==> config.mk <==
export PLATFORM = sky130hd
export DESIGN_NAME = mem_port_arbiter
export DESIGN_NICKNAME = d
export VERILOG_FILES = /design/src/rtl/mem_port_arbiter.sv
export SDC_FILE = /design/constraint.sdc
export NUM_CORES = 1
export LEC_CHECK = 0
export ABC_AREA = 1
export ABC_CLOCK_PERIOD_IN_PS = 17000
export CAP_MARGIN = 20
export CORE_AREA = 5 5 339 341
export CTS_CLUSTER_DIAMETER = 120
export DETAILED_ROUTE_END_ITERATION = 8
export DIE_AREA = 0 0 344 346
export GPL_TIMING_DRIVEN = 0
export HOLD_SLACK_MARGIN = 0.15
export PLACE_DENSITY_LB_ADDON = 0.3
export SLEW_MARGIN = 20
export SYNTH_ARGS = -nofsm -noshare
export SYNTH_HDL_FRONTEND = slang
export SYNTH_SLANG_ARGS = --single-unit
==> constraint.sdc <==
create_clock -name clk_i -period 17 [get_ports clk_i]
set_input_delay 5.1 -clock clk_i [delete_from_list [all_inputs] [get_ports clk_i]]
set_output_delay 5.1 -clock clk_i [all_outputs]
set_load 0.02 [all_outputs]
==> src/rtl/mem_port_arbiter.sv <==
// mem_port_arbiter: round-robin arbiter that shares one line-wide memory
// port between the instruction cache (requester 0) and the data cache
// (requester 1). A granted command is latched and run to completion before
// the next grant is made.
module mem_port_arbiter #(
  parameter int LINE_BITS = 128,
  parameter int ADDR_BITS = 28
) (
  input  logic                 clk_i,
  input  logic                 reset_i,

  input  logic                 r0_read_i,
  input  logic                 r0_wr_i,
  input  logic [ADDR_BITS-1:0] r0_address_i,
  input  logic [LINE_BITS-1:0] r0_write_data_i,
  output logic [LINE_BITS-1:0] r0_read_data_o,
  output logic                 r0_busywait_o,
  output logic                 r0_done_o,

  input  logic                 r1_read_i,
  input  logic                 r1_wr_i,
  input  logic [ADDR_BITS-1:0] r1_address_i,
  input  logic [LINE_BITS-1:0] r1_write_data_i,
  output logic [LINE_BITS-1:0] r1_read_data_o,
  output logic                 r1_busywait_o,
  output logic                 r1_done_o,

  output logic                 m_read_o,
  output logic                 m_wr_o,
  output logic [ADDR_BITS-1:0] m_address_o,
  output logic [LINE_BITS-1:0] m_write_data_o,
  input  logic [LINE_BITS-1:0] m_read_data_i,
  input  logic                 m_busywait_i,
  input  logic                 m_read_done_i,
  input  logic                 m_write_done_i
);

  typedef enum logic [1:0] {
    IDLE = 2'd0,
    BUSY = 2'd1,
    DONE = 2'd2
  } state_e;

  state_e               state_q, state_d;
  logic                 gnt_q, gnt_d;
  logic                 lastGnt_q, lastGnt_d;
  logic                 cmdWr_q, cmdWr_d;
  logic [ADDR_BITS-1:0] addr_q, addr_d;
  logic [LINE_BITS-1:0] wdata_q, wdata_d;
  logic [LINE_BITS-1:0] r0Data_q, r0Data_d;
  logic [LINE_BITS-1:0] r1Data_q, r1Data_d;

  logic r0Pend, r1Pend, winner, complete;

  assign r0Pend = r0_read_i | r0_wr_i;
  assign r1Pend = r1_read_i | r1_wr_i;

  // On a tie the requester that was not served last wins; otherwise the lone requester wins.
  assign winner = (r0Pend & r1Pend) ? ~lastGnt_q : r1Pend;

  // Memory finishes only once it is no longer busy and reports the matching done.
  assign complete = ~m_busywait_i & (cmdWr_q ? m_write_done_i : m_read_done_i);

  // A requester stalls while its request is up, except in its own done cycle.
  assign r0_busywait_o = r0Pend & ~((state_q == DONE) & ~gnt_q);
  assign r1_busywait_o = r1Pend & ~((state_q == DONE) & gnt_q);

  assign r0_read_data_o = r0Data_q;
  assign r1_read_data_o = r1Data_q;

  // State, grant history, latched command and returned read lines.
  always_ff @(posedge clk_i or posedge reset_i) begin
    if (reset_i) begin
      state_q   <= IDLE;
      gnt_q     <= 1'b0;
      lastGnt_q <= 1'b1;
      cmdWr_q   <= 1'b0;
      addr_q    <= '0;
      wdata_q   <= '0;
      r0Data_q  <= '0;
      r1Data_q  <= '0;
    end else begin
      state_q   <= state_d;
      gnt_q     <= gnt_d;
      lastGnt_q <= lastGnt_d;
      cmdWr_q   <= cmdWr_d;
      addr_q    <= addr_d;
      wdata_q   <= wdata_d;
      r0Data_q  <= r0Data_d;
      r1Data_q  <= r1Data_d;
    end
  end

  // Grant in IDLE, drive memory in BUSY, pulse done for one cycle in DONE.
  always_comb begin
    state_d        = state_q;
    gnt_d          = gnt_q;
    lastGnt_d      = lastGnt_q;
    cmdWr_d        = cmdWr_q;
    addr_d         = addr_q;
    wdata_d        = wdata_q;
    r0Data_d       = r0Data_q;
    r1Data_d       = r1Data_q;
    m_read_o       = 1'b0;
    m_wr_o         = 1'b0;
    m_address_o    = '0;
    m_write_data_o = '0;
    r0_done_o      = 1'b0;
    r1_done_o      = 1'b0;

    case (state_q)
      IDLE: begin
        if (r0Pend | r1Pend) begin
          state_d   = BUSY;
          gnt_d     = winner;
          lastGnt_d = winner;
          if (winner) begin
            cmdWr_d = r1_wr_i;
            addr_d  = r1_address_i;
            wdata_d = r1_write_data_i;
          end else begin
            cmdWr_d = r0_wr_i;
            addr_d  = r0_address_i;
            wdata_d = r0_write_data_i;
          end
        end
      end

      BUSY: begin
        m_address_o    = addr_q;
        m_write_data_o = wdata_q;
        m_read_o       = ~cmdWr_q & ~m_read_done_i;
        m_wr_o         = cmdWr_q & ~m_write_done_i;
        if (complete) begin
          state_d = DONE;
          if (!cmdWr_q) begin
            if (gnt_q) r1Data_d = m_read_data_i;
            else       r0Data_d = m_read_data_i;
          end
        end
      end

      DONE: begin
        state_d   = IDLE;
        r0_done_o = ~gnt_q;
        r1_done_o = gnt_q;
      end

      default: state_d = IDLE;
    endcase
  end

endmodule

# Word level (Yosys, flattened, before mapping)
# Cells that the tools add are included.
# W data, S select, Z words.
# op_classes
n_eq_ne,4
mux,14
n_bitwise,19
n_reduce_logical,5
# op_table
cell,count
$mux W128,2
$mux W28,2
$and A1 B1 Y1,8
$not A1 Y1,8
$reduce_and A4 Y1,2
$mux W1,7
$mux W2,2
$ne A2 B2 Y1 const B,2
$pmux W2 S2,1
$reduce_and A2 Y1,2
$or A1 B1 Y1,3
$eq A2 B1 Y1 const B,1
$eq A2 B2 Y1 const B,1
$logic_not A2 Y1,1
# totals
reg_bits,417
inputBits,449
output_inout_bits,418
word_cells,50

# Logic depth before layout (Yosys ltp)
# logic_depth
word_depth,4
ltp_mapped,9
ltp_nobuf,7

# Worst setup path after synthesis
# Ideal clock, no wire load.
# synth_timing
kind,input port to output port
startpoint,input r1_read_i
endpoint,output r1_busywait_o
arrival_time_ns,5.952
t_required_ns,11.900
slack_ns,5.948
stages,6
n_path_buf,2
path_cell_list,nor2_1 > inv_2 > buf_2 > buf_1 > o21ai_0 > inv_1
# synth_between
elab_chain_len,2
# synth_rtl
item,line_no,rtl
start: declaration,20,"input logic r1_read_i,"
$or A1 B1 Y1,56,assign r1Pend = r1_read_i | r1_wr_i;
$and A1 B1 Y1,66,assign r1_busywait_o = r1Pend & ~((state_q == DONE) & gnt_q);
end: declaration,25,"output logic r1_busywait_o,"
# No other way between the ends.

# Final worst setup path
# layout_timing
startpoint,input r1_wr_i
endpoint,output r1_busywait_o
# layout_between
elab_chain_len,2
# layout_rtl
item,line_no,rtl
start: declaration,21,"input logic r1_wr_i,"
$or A1 B1 Y1,56,
$and A1 B1 Y1,66,
# No other way between the ends.

==> flow_summary.ini <==
[synth]
synth-seq-area-share_pct = 51.7
synth_area_sq_um = 20200
ys_seq_elements = 417
synth_compound_area_share_pct = 0.192
synthCells = 2662
synth_area_leaders = dfrtp_1 (52%), nand2_1 (18%), nand3_1 (10%), inv_1 (5.9%), nand3b_1 (5.8%)
yosysTopAreaCellShare_pct = 51.6
synth-xor-area-share_pct = 0
yosys.area.top_type = dfrtp_1
yosys_warnings = 0
synth_top_family_by_area = simple AND/OR/NAND/NOR gates
synthMuxAreaShare_pct = 0
synth-adder-area-share_pct = 0
synth.distinct_cells = 21
avgSynthCellArea_sq_um = 7.58
synth_nets = 3111
synth-simple-area-share_pct = 37.8

[cts]
cts_tree = yes
root_buffer = clkbuf_16
h-tree-depth = 2
clockBufferDepth = 3
cts.reportedPaths.clkPinSlew_ns = 0.06
cts_resized = 0
cts.sink_count = 417
cts_setup_buffers = 0
cts_hold_buf = 0
clock_latency_ns = 0.62
cts_buffers = 52

[worst_setup_path]
crit_path_frequent_cell = clkdlybuf4s50_1
arrival_ns = 7.58
crit_path_end_kind = output port
critPathBufInv = 6
cpPeakStageDelay_ns = 0.64
critPathMaxFanout = 10
critPathRequiredTime_ns = 11.90
reg2reg_from = state_q[1]
path_class = input port to output port
cp_slowest_cell = clkdlybuf4s50_1
critPathLaunch = r1_wr_i
critPathTopFamily = buffers and inverters
critPathLaunchType = input port
crit_chain = clkdlybuf4s50_1 > nor2_1 > inv_2 > buf_2 > buf_1 > o21ai_0 > inv_1 > clkdlybuf4s50_1

[grt]
grtUsageTotal_pct = 17.3
grt_start_max_net_pins = 92
grt_pass1_vias = 21200
overflow = 0
antenna_found_initial = 21
grt_pass1_wl_microns = 151000

[floorplanning]
die_h_microns = 346
core_sq_um = 112000
die_area_sq_um = 119000
io_pins = 867
die_w_microns = 344
start_util_pct = 18.1
row_count = 123

[routing]
drtIter0Drc = 1559
vias = 21100
wl_per_cell_microns = 20.9
wl_met2_microns = 48900
routed-wl-met3_microns = 9490
post-route-drc-count = 0
dr.max_layer_used = met5
wl_microns = 108000
drt-pass1-iter-count = 6
routed_via_density = 4.11
drt.antenna.violating_nets = 0
wl_met1_microns = 44200

[placement]
placed_area_sq_um = 30800
dp_hpwl_microns = 85800
port_buffers = 866
dp_cells = 5032
gp_congestion = 0.908

[sta]
maxSlewViolCount = 0
hold_viol = 0
rsz0062_at_grt = no
slew_headroom_pct = 14.8
setup-tns-final_ns = 0
worst_pin_slew_ns = 1.28
period_share_pct = 74.6
finalSetupViolCount = 0
period_needed_ns = 12.68
skew_ns = 0.00882
timing.fmax_mhz = 78.8
whs_ns = 0.468

[finish]
finalInstanceArea_sq_um = 32800
nets = 4035
utilization_pct = 29.4
layout.cells.non_filler = 5144
syn_to_final_growth_pct = 62.5
drive_above_1_share_pct = 6.42

[power]
vdd_drop_max_mv = 0.0924
p_per_area_nw_per_um2 = 198
power_leakage_uw = 0.0161

[flow_run]
cap_violations = 0

[outcome]
outcome = finished clean

[hold_path]
worstHoldStart = r1_read_data_o[75]
hold_path_class = register to register
==> layout by cell type, fill, tap and decap left out, drive strengths merged <==
| cell | count |
|---|---|
| or2 | 1 |
| nand3 | 413 |
| diode | 15 |
| a21oi | 1 |
| clkdlybuf4s50 | 866 |
| nor4 | 1 |
| o22ai | 1 |
| o21ai | 4 |
| clkinvlp | 1 |
| dfstp | 1 |
| nor2 | 166 |
| nand2 | 993 |
| clkbuf | 129 |
| clkinv | 11 |
| bufinv | 7 |
| buf | 138 |
| nor3 | 2 |
| nand3b | 156 |
| inv | 322 |
| dfrtp | 416 |
==> registers in the layout (all words and copies together), names as in the netlist <==
name / count
wdata_q: 128
state_q: 2
r0_read_data_o: 128
cmdWr_q: 1
lastGnt_q: 1
addr_q: 28
r1_read_data_o: 128
gnt_q: 1
==> power breakdown <==
group	switching, uW	internal [uW]
clock network	482	753
logic	2160	1350
registers	273	1480
==> worst paths after layout <==
path | endpoint | slack [ns] | cells past startpoint
setup / recovery | r1_busywait_o | 4.32 | 8
hold / removal | r1_read_data_o[75] | 0.47 | 2
setup reg to reg | r1_read_data_o[30] | 14.49 | 7
hold reg to reg | r1_read_data_o[75] | 0.47 | 2
max in group asynchronous | wdata_q[68] | 10.62 | 4
min in group asynchronous | r0_read_data_o[117] | 4.94 | 2
==> layer usage <==
layer  global-route usage [%]  vias up
li1                         -    10000
met1                     21.7    10100
met2                     27.6      766
met3                     5.31      178
met4                     7.26        4
met5                        0        -
==> kinds of logic after synthesis <==
group	Yosys count
and+or+nand+nor	1732
AOI/OAI and AO/OA	6
buffers and inverters	507
DFF	417
==> synthesized netlist by cell type (all sizes together) <==
library cell	n
nor2	166
clkinv	1
nand2	993
buf	134
a21oi	1
nand3	413
or2	1
inv	320
nor4	1
o21ai	4
o22ai	1
nor3	2
clkbuf	52
dfstp	1
nand3b	156
dfrtp	416
==> stage by stage <==
step	setup WS [ns]	power [uW]
3_3_place_gp	-6.64	5290
4_1_cts	4.30	6580
6_report	4.32	6500
2_1_floorplan	0.295	3460
3_5_place_dp	4.31	5300
5_1_grt	4.17	6900
==> final cells by class <==
class / instances / area, sq um
Tap cell: 1500 / 1880
Timing Repair Buffer: 870 / 8780
Buffer: 186 / 873
Antenna cell: 15 / 37.5
Inverter: 321 / 1210
Sequential cell: 417 / 10400
Clock buffer: 77 / 1590
Fill cell: 12200 / 78800
Multi-Input combinational cell: 1738 / 7650
Clock inverter: 20 / 312
==> worst register-to-register path, delay by kind of cell, from the launching register on <==
kind | cells | cell delay [ns]
and+or+nand+nor | 5 | 1.18
buffers and inverters | 2 | 0.87
DFF | 1 | 0.39
Power figures use the tool's default switching activity.
